`config.mk`:
```
export PLATFORM = sky130hd
export DESIGN_NAME = stack_sequencer
export DESIGN_NICKNAME = d
export VERILOG_FILES = /design/src/rtl/stack_seq_pkg.sv /design/src/rtl/stack_ptr_unit.sv /design/src/rtl/stack_sequencer.sv
export SDC_FILE = /design/constraint.sdc
export NUM_CORES = 1
export LEC_CHECK = 0
export CORE_ASPECT_RATIO = 1.2
export CORE_MARGIN = 8
export CORE_UTILIZATION = 45
export CTS_CLUSTER_SIZE = 8
export DETAILED_ROUTE_END_ITERATION = 12
export PLACE_DENSITY = 0.8
export SLEW_MARGIN = 15
export SYNTH_ARGS = -nofsm -noshare
export SYNTH_HDL_FRONTEND = slang
export SYNTH_HIERARCHICAL = 1
export SYNTH_SLANG_ARGS = --single-unit
```
`constraint.sdc`:
```
create_clock -name clk -period 1.8 [get_ports clk]
set_input_delay 0.45 -clock clk [delete_from_list [all_inputs] [get_ports clk]]
set_output_delay 0.45 -clock clk [all_outputs]
set_load 0.1 [all_outputs]
```
`src/rtl/stack_seq_pkg.sv`:
```
// Shared types and encodings for the stack sequencer: FSM states, select codes,
// and the per-state control word decoder.
package stack_seq_pkg;

  typedef enum logic [3:0] {
    IDLE, INT_WAIT,
    C_PC1, C_PC2,
    I_PC1, I_PC2, I_CCR,
    R_PC2, R_PC1,
    T_CCR, T_PC2, T_PC1
  } state_t;

  localparam logic [1:0] SEL_NONE = 2'b00;
  localparam logic [1:0] SEL_PC1  = 2'b01;
  localparam logic [1:0] SEL_PC2  = 2'b10;
  localparam logic [1:0] SEL_CCR  = 2'b11;

  localparam logic [1:0] PC_NEXT = 2'b00;
  localparam logic [1:0] PC_POP  = 2'b01;
  localparam logic [1:0] PC_VEC  = 2'b10;
  localparam logic [1:0] PC_CALL = 2'b11;

  typedef struct packed {
    logic       mem_wr;
    logic       mem_rd;
    logic [1:0] data_sel;
    logic [1:0] pop_sel;
    logic [1:0] pc_sel;
    logic       freeze_pc;
    logic       freeze_cu;
    logic       flush;
    logic       busy;
  } ctl_t;

  // Moore output decode; the last state of each chain releases the PC and flushes.
  function automatic ctl_t state_ctl(state_t s);
    ctl_t c;
    c = '0;
    if (s != IDLE) begin
      c.busy      = 1'b1;
      c.freeze_cu = 1'b1;
      c.freeze_pc = 1'b1;
    end
    case (s)
      INT_WAIT: begin c.freeze_cu = 1'b0; c.freeze_pc = 1'b0; end
      C_PC1: begin c.mem_wr = 1'b1; c.data_sel = SEL_PC1; end
      C_PC2: begin
        c.mem_wr = 1'b1; c.data_sel = SEL_PC2;
        c.pc_sel = PC_CALL; c.flush = 1'b1; c.freeze_pc = 1'b0;
      end
      I_PC1: begin c.mem_wr = 1'b1; c.data_sel = SEL_PC1; end
      I_PC2: begin c.mem_wr = 1'b1; c.data_sel = SEL_PC2; end
      I_CCR: begin
        c.mem_wr = 1'b1; c.data_sel = SEL_CCR;
        c.pc_sel = PC_VEC; c.flush = 1'b1; c.freeze_pc = 1'b0;
      end
      R_PC2: begin c.mem_rd = 1'b1; c.pop_sel = SEL_PC2; end
      R_PC1: begin
        c.mem_rd = 1'b1; c.pop_sel = SEL_PC1;
        c.pc_sel = PC_POP; c.flush = 1'b1; c.freeze_pc = 1'b0;
      end
      T_CCR: begin c.mem_rd = 1'b1; c.pop_sel = SEL_CCR; end
      T_PC2: begin c.mem_rd = 1'b1; c.pop_sel = SEL_PC2; end
      T_PC1: begin
        c.mem_rd = 1'b1; c.pop_sel = SEL_PC1;
        c.pc_sel = PC_POP; c.flush = 1'b1; c.freeze_pc = 1'b0;
      end
      default: ;
    endcase
    return c;
  endfunction

endpackage

```
`src/rtl/stack_ptr_unit.sv`:
```
// Stack pointer register: SP names the next free word, pushes address SP,
// pops address SP+1; wrap-around is silent.
module stack_ptr_unit #(
  parameter int              ADDR_W   = 11,
  parameter logic [ADDR_W-1:0] SP_RESET = 11'h7FF
) (
  input  logic              clk,
  input  logic              rst,
  input  logic              push,
  input  logic              pop,
  output logic [ADDR_W-1:0] sp,
  output logic [ADDR_W-1:0] addr
);

  always_ff @(posedge clk or negedge rst) begin
    if (!rst)      sp <= SP_RESET;
    else if (push) sp <= sp - 1'b1;
    else if (pop)  sp <= sp + 1'b1;
  end

  assign addr = push ? sp : (pop ? sp + 1'b1 : '0);

endmodule

```
`src/rtl/stack_sequencer.sv`:
```
// Stack port sequencer: turns call/ret/rti/interrupt into multi-cycle push/pop
// chains and drives the matching pipeline freeze/flush and PC source.
module stack_sequencer
  import stack_seq_pkg::*;
#(
  parameter int              ADDR_W   = 11,
  parameter logic [ADDR_W-1:0] SP_RESET = 11'h7FF
) (
  input  logic              clk,
  input  logic              rst,
  input  logic              call_req,
  input  logic              ret_req,
  input  logic              rti_req,
  input  logic              int_req,
  input  logic              hold,
  output logic              int_ack,
  output logic [ADDR_W-1:0] mem_addr,
  output logic              mem_wr,
  output logic              mem_rd,
  output logic [1:0]        mem_data_sel,
  output logic [1:0]        pop_sel,
  output logic [1:0]        pc_sel,
  output logic              freeze_pc,
  output logic              freeze_cu,
  output logic              flush,
  output logic              busy,
  output logic [ADDR_W-1:0] sp
);

  state_t state, nxt;
  ctl_t   ctl;
  logic   instr_req;

  assign instr_req = call_req | ret_req | rti_req;

  always_comb begin
    nxt = state;
    case (state)
      IDLE: begin
        if (call_req)     nxt = C_PC1;
        else if (ret_req) nxt = R_PC2;
        else if (rti_req) nxt = T_CCR;
        else if (int_req) nxt = hold ? INT_WAIT : I_PC1;
      end
      INT_WAIT: if (!hold) nxt = I_PC1;
      C_PC1:   nxt = C_PC2;
      C_PC2:   nxt = IDLE;
      I_PC1:   nxt = I_PC2;
      I_PC2:   nxt = I_CCR;
      I_CCR:   nxt = IDLE;
      R_PC2:   nxt = R_PC1;
      R_PC1:   nxt = IDLE;
      T_CCR:   nxt = T_PC2;
      T_PC2:   nxt = T_PC1;
      T_PC1:   nxt = IDLE;
      default: nxt = IDLE;
    endcase
  end

  // Control word is registered alongside the state so outputs track it glitch-free.
  always_ff @(posedge clk or negedge rst) begin
    if (!rst) begin
      state <= IDLE;
      ctl   <= '0;
    end else begin
      state <= nxt;
      ctl   <= state_ctl(nxt);
    end
  end

  // Acceptance pulse is issued in the deciding IDLE cycle; gated so reset forces it low.
  assign int_ack = rst & (state == IDLE) & int_req & ~instr_req;

  assign mem_wr       = ctl.mem_wr;
  assign mem_rd       = ctl.mem_rd;
  assign mem_data_sel = ctl.data_sel;
  assign pop_sel      = ctl.pop_sel;
  assign pc_sel       = ctl.pc_sel;
  assign freeze_pc    = ctl.freeze_pc;
  assign freeze_cu    = ctl.freeze_cu;
  assign flush        = ctl.flush;
  assign busy         = ctl.busy;

  stack_ptr_unit #(.ADDR_W(ADDR_W), .SP_RESET(SP_RESET)) u_sp (
    .clk  (clk),
    .rst  (rst),
    .push (ctl.mem_wr),
    .pop  (ctl.mem_rd),
    .sp   (sp),
    .addr (mem_addr)
  );

endmodule

```
==> results.yml, run 1 <==
run_status:
  status: "finished with violations"
  violations: "setup timing"
synth:
  synth.avg_cell_area_um2: 9.06
  synth_top_cell_area_share_pct: 22.0
  yosysSeqAreaShare_pct: 37.9
  ys_types: 59
  synth.area.top_cells: "dfrtp_1 (22%), dfstp_2 (16%), nand2_1 (4.7%), nor2_1 (4.1%), mux2i_1 (3.3%)"
  synthArstFlopShare_pct: 100
  synth_edf_count: 0
  synth_commonest_cells: "nand2_1 (23), nor2_1 (20), dfrtp_1 (16), dfstp_2 (11), inv_1 (10)"
  synth_fp_nets: 210
  yosysWarnings: 6
  syn_area_um2: 1820
  synth-seq-cells: 27
  synth.largest_area_cell: "dfrtp_1"
  synthCells: 201
  synth_flop_cell: "dfrtp_1"
  synth.most_common_cell: "nand2_1"
route:
  wirelength_um: 7590
  vias: 2032
  dr.first_iter.drc_count: 175
  drt_first_pass_iters: 4
  antenna_left: 0
  wire_per_inst_um: 22.2
  avgViaCountPerCell: 5.94
  drc: 0
sta:
  fin_ws_ns: -0.680
  skew_ns: 0.00396
  tns_ns: -6.08
  rsz0062_at_grt: "true"
  period_share_pct: 138
  fmax_mhz: 403
  setup_viol: 16
  worst_pin_slew_ns: 0.420
  slew_headroom_pct: 72.0
  period_needed_ns: 2.48
  hold_violations: 0
  drv_slew: 0
finish:
  drive_above_1_share_pct: 61.1
  diodes: 0
  fill_cells: 159
  stdcell_count: 342
  synthToLayoutAreaGrowth_pct: 92.1
  nNetsFinal: 298
placement:
  port-buffer-count: 41
  dp_hpwl_um: 4390
  globalplace.congestion: 0.848
  dp.cells: 328
die:
  rows: 25
  dieArea_um2: 6350
  core_area_um2: 3910
  start_util_pct: 46.6
  die_w_um: 74.1
  die_h_um: 85.7
  num_io_pins: 42
run:
  max_cap_violations: 0
clocking:
  cts_tree: "yes"
  cts_inserted_buffers: 3
  cts.path.max_buffers: 2
  clock-sinks: 27
  hold_buffers: 0
  clock_latency_ns: 0.28
  path_clk_slew_ns: 0.11
  cts_root_buffer: "clkbuf_8"
  htree_levels: 1
setup_path:
  critPathMaxFanout: 9
  crit_chain: "buf_4 -> nand2_1 -> nor2_4 -> mux2i_2 -> o21ai_4 -> buf_12"
  end_kind: "output pin"
  cp-start-kind: "flop"
  cp.arrival_ns: 2.03
  critPathKind: "reg -> out"
  worstPathRequired_ns: 1.35
  crit_slowest_cell: "dfstp_4"
  critPathMaxStageDelay_ns: 0.67
global_route:
  grt_max_degree: 28
  grt_pass1_vias: 2187
  grt_overflow_total: 0
  grt_first_pass_wirelength_um: 10600
  antenna_found_initial: 0
  grt_use_total_pct: 21.5
min_path:
  hold_class: "reg -> reg"
metal layers:
layer,global-route usage (%),part of all wire [%],vias up
met5,0,0,-
met4,11.1,4.4,0
met3,3.73,6.0,35
met2,40.3,54,108
met1,21.3,35,1000
li1,-,-,889
metrics by stage:
stage | hold slack [ns] | util, % | setup WS [ns] | instance area [um2]
floorplan | 0.154 | - | -0.662 | 2150
detailed placement | 0.531 | 81.2 | -0.484 | 3170
finish | 0.553 | 89.4 | -0.680 | 3500
global placement | 0.518 | 81.2 | -0.365 | 3170
CTS | 0.551 | 87.1 | -0.579 | 3400
global route | 0.568 | 89.4 | -0.724 | 3500
placed cells by master (no fill, tap or decap), drive strengths merged, types with 2 or more instances in the layout:
master	count
ha	2
nor4	4
o211a	2
and3	2
or2b	2
nand2	23
a31oi	3
clkbuf	4
dfstp	11
or3	3
mux2i	6
dlygate4sd2	4
nor3b	3
xnor2	6
a21oi	9
inv	10
a22o	2
nor3	7
nor2b	2
o32ai	2
and2	2
dfrtp	16
nor2	20
nand3	9
o22ai	2
nand2b	2
nand4	2
buf	91
o21ai	12
xor2	3
path summary, 6_finish.rpt:
check / to / start / cells after the start / slack (ns)
min: u_sp/sp[10] / u_sp/sp[10] / 1 / 0.55
min in group asynchronous: state[0] / rst / 2 / 0.65
min reg2reg: u_sp/sp[10] / u_sp/sp[10] / 1 / 0.55
max in group asynchronous: u_sp/sp[10] / rst / 2 / 0.84
max: mem_addr[5] / u_sp/sp[3] / 6 / -0.68
max reg2reg: mem_data_sel[0] / state[2] / 6 / -0.08
cells by family (layout without fill, tap and decap cells):
logic type | after synthesis | after routing | share of synthesized area, %
xor gates and xnor gates | 9 | 9 | 4.33
and+or+nand+nor | 87 | 87 | 26.5
muxes | 7 | 7 | 4.12
AOI/OAI and AO/OA | 45 | 45 | 18.4
buffers and inverters | 24 | 111 | 7.35
adders and majority gates | 2 | 2 | 1.37
DFF | 27 | 27 | 37.9
state kept, by name (all words and copies together), names as in the netlist:
name and cells:
mem_data_sel 2, u_sp/sp 11, busy 1, freeze_cu 1
pc_sel 2, mem_wr 1, pop_sel 2, flush 1
freeze_pc 1, state 4, mem_rd 1
worst max-delay path, delay by kind of cell, from the launching register on:
kind	cells	cell delay, ns
flip-flops	1	0.67
AO/OA/AOI/OAI	1	0.11
multiplexers	1	0.32
buffers and inverters	2	0.38
AND/OR/NAND/NOR	2	0.25
area by class of cell:
class | instances | area, um2 | share of cell area, %
multi-input combinational | 150 | 1390 | 39.8
timing repair buffer | 97 | 1210 | 34.7
sequential | 27 | 733 | 21.0
tap | 54 | 67.6 | 1.93
clock buffer | 3 | 41.3 | 1.18
inverter | 10 | 41.3 | 1.18
clock inverter | 1 | 6.26 | 0.179
repair_timing:
item | 4_1_cts | 5_1_grt
endpoints found under the setup margin | 25 | 28
gates cloned | 0 | 0
gates resized for setup | 33 | 18
buffers inserted | 8 | 2
pin swaps | 14 | 13
Power of run 1 is not shown: default switching activity piles up to over one toggle a cycle in this logic, so the estimate is an artifact.
==> run 2, diff against run 1 <==
GPL_ROUTABILITY_DRIVEN = 0   (was unset)
==> results of run 2 <==
The final DEF is identical to that of run 1; final timing and power are the same.
Power of run 2 is left out for the same reason.
==> run 3, diff against run 2 <==
SETUP_SLACK_MARGIN = 0.3   (was unset)
==> run 3 against run 2 <==
Compared with the run above: area after synthesis stayed put; synthesized cell count stayed put; the run now fails in global routing.
==> results.yml, run 3 <==
die:
  rows: 25
  die_w_um: 74.1
  num_io_pins: 42
  start_util_pct: 46.6
  die_h_um: 85.7
placement:
  port-buffer-count: 41
  dp.cells: 331
  dp_hpwl_um: 4430
  dpl_cell_area_um2: 3210
synth:
  synth_top_cell_area_share_pct: 22.0
  synthCells: 201
  synth_edf_count: 0
  synth-seq-cells: 27
  synth_flop_cell: "dfrtp_1"
  yosysWarnings: 6
  synth.area.top_cells: "dfrtp_1 (22%), dfstp_2 (16%), nand2_1 (4.7%), nor2_1 (4.1%), mux2i_1 (3.3%)"
  synth.largest_area_cell: "dfrtp_1"
  ys_types: 59
  synth_commonest_cells: "nand2_1 (23), nor2_1 (20), dfrtp_1 (16), dfstp_2 (11), inv_1 (10)"
  synth_fp_nets: 210
  synthArstFlopShare_pct: 100
  synth.most_common_cell: "nand2_1"
  syn_area_um2: 1820
  synth.avg_cell_area_um2: 9.06
  yosysSeqAreaShare_pct: 37.9
clocking:
  cts.path.max_buffers: 2
  clock-sinks: 27
  hold_buffers: 0
  cts_root_buffer: "clkbuf_8"
  htree_levels: 1
  cts_inserted_buffers: 3
run_status:
  status: "aborted with a tool error"
  stop_error: "[ERROR DPL-0038] Utilization greater than 100%, impossible to legalize"
  stop_stage: "global routing"
global_route:
  grt_max_degree: 28
sta:
  endpoint_type: "primary output"
  worstEndpointGrtRepair: "mem_addr[8]"
## run 3: cell counts after synthesis
Identical to the previous run, type by type.
## run 3: kinds of logic after synthesis
kind of cell	after synthesis	synth area share (%)
buffers and inverters	24	7.35
adders and majority gates	2	1.37
xor gates and xnor gates	9	4.33
DFF	27	37.9
muxes	7	4.12
AOI/OAI and AO/OA	45	18.4
and+or+nand+nor	87	26.5
## run 3: through the flow
stage	hold WS, ns	util [%]	worst slack (ns)
4_1_cts	0.380	93.5	-0.605
3_5_place_dp	0.536	82.1	-0.441
3_3_place_gp	0.518	82.1	-0.375
2_1_floorplan	0.154	-	-0.662
## run 3: repair_timing
action | 4_1_cts
pin swaps | 21
endpoints found under the hold margin | 0
resized for setup | 73
setup endpoints to repair | 45
setup buffers | 19
==> run 4, diff against run 3 <==
CORE_ASPECT_RATIO = unset   (was 1.2)
CORE_UTILIZATION = 39   (was 45)
CTS_CLUSTER_SIZE = unset   (was 8)
PLACE_DENSITY = unset   (was 0.8)
PLACE_DENSITY_LB_ADDON = 0.15   (was unset)
SETUP_SLACK_MARGIN = unset   (was 0.3)
clock period = 2.3 ns   (was 1.8 ns; I/O delays follow)
==> run 4 against run 3 <==
Compared with the run above: the flow now finishes, with violations (setup timing).
==> results.yml, run 4 (synthesized netlist as in run 1, its figures left out) <==
route:
  avgViaCountPerCell: 5.39
  antenna_left: 0
  dr.first_iter.drc_count: 64
  drt_first_pass_iters: 4
  wirelength_um: 5200
  vias: 1774
  wire_per_inst_um: 15.8
  drc: 0
sta:
  hold_violations: 0
  slew_headroom_pct: 74.4
  fmax_mhz: 398
  setup_viol: 9
  fin_ws_ns: -0.215
  drv_slew: 0
  period_needed_ns: 2.52
  skew_ns: 0.0103
  worst_pin_slew_ns: 0.381
  period_share_pct: 109
  rsz0062_at_grt: "true"
  fin_hold_ws_ns: 0.542
finish:
  final_common_cell: "buf_4"
  top_regs: "u_sp/sp (11), state (4)"
  nNetsFinal: 285
  multiInputGateArea_um2: 1290
  utilization_pct: 69.2
  largest_reg_flops: 11
  drive_above_1_share_pct: 54.2
  final_cell_mix: "buf_4 (45), buf_12 (27), nand2_1 (21), nor2_1 (17), dfrtp_1 (14)"
  synthToLayoutAreaGrowth_pct: 74.8
  diodes: 0
  regArea_um2: 731
  fill_cells: 345
  top_register: "u_sp/sp"
clocking:
  cts_root_buffer: "clkbuf_8"
  path_clk_slew_ns: 0.10
  htree_levels: 1
  clock-sinks: 27
  cts_inserted_buffers: 3
  cts.path.max_buffers: 2
  cts_tree: "yes"
  hold_buffers: 0
  clock_latency_ns: 0.28
die:
  core_area_um2: 4600
  dieArea_um2: 7110
  die_w_um: 84.3
  die_h_um: 84.3
  num_io_pins: 42
  rows: 25
  start_util_pct: 39.6
global_route:
  grtUsageMet2_pct: 27.8
  grt_overflow_total: 0
  grt_pass1_vias: 1850
  top_usage_layer: "met2"
  grt_max_degree: 28
  antenna_found_initial: 0
  globalRouteMet1Util_pct: 15.9
  grt_use_total_pct: 15.0
  grt_first_pass_wirelength_um: 8900
  grt.met3_usage_pct: 3.29
placement:
  port-buffer-count: 41
  dp_hpwl_um: 3810
setup_path:
  critPathKind: "reg -> out"
  cp.arrival_ns: 1.94
  critPathMaxFanout: 5
  cp-start-kind: "flop"
  reg2regPathDepth: 6
  end_kind: "output pin"
  worstPathRequired_ns: 1.73
min_path:
  hold_depth: 1
  hold_class: "reg -> reg"
run_status:
  status: "finished with violations"
  violations: "setup timing"
run:
  max_cap_violations: 0
## run 4: layer usage
layer  vias up  part of all wire [%]  routed length, um
met5         -                     0                  0
met4         0                   1.7                 87
met3         8                   3.7                194
met2        33                    55               2880
met1       870                    39               2040
li1        863                     -                  -
## run 4: critical path, stage by stage, from the launching register on
cell and delay, ns:
dfstp_4 0.65, ha_4 0.15, nand3_4 0.10, nor2_2 0.22, mux2i_2 0.29, o21ai_4 0.08, buf_12 0.16
## run 4: cell type report
cell class	count	share of cell area, %
clock inverter	1	0.197
clock buffer	3	1.30
inverter	10	1.30
sequential	27	23.0
multi-input combinational	150	40.5
tap	54	2.12
timing repair buffer	84	31.7
## run 4: metrics by stage
step                      std cells  setup WS [ns]  cell area (um2)  setup TNS, ns
final                           329         -0.215             3180          -1.23
after global routing            329         -0.280             3180          -1.78
after CTS                       322         -0.200             3070          -1.37
after detailed placement        304        -0.0759             2860         -0.268
after global placement          304        -0.0118             2860        -0.0234
after floorplan                 201         -0.287             2140          -1.63
## run 4: timing repair
action / CTS / global route
resized for setup: 14 / 13
endpoints found under the setup margin: 11 / 10
buffers inserted: 14 / 8
hold endpoints to repair: 0 / 0
pin swaps: 6 / 6
## run 4: final timing paths
check	start	slack, ns	endpoint
max reg2reg	u_sp/sp[2]	0.33	u_sp/sp[9]
max	u_sp/sp[1]	-0.22	mem_addr[6]
min	u_sp/sp[10]	0.54	u_sp/sp[10]
max in group asynchronous	rst	1.29	u_sp/sp[0]
min in group asynchronous	rst	0.70	state[0]
min reg2reg	u_sp/sp[10]	0.54	u_sp/sp[10]
Power of run 4 is left out for the same reason.
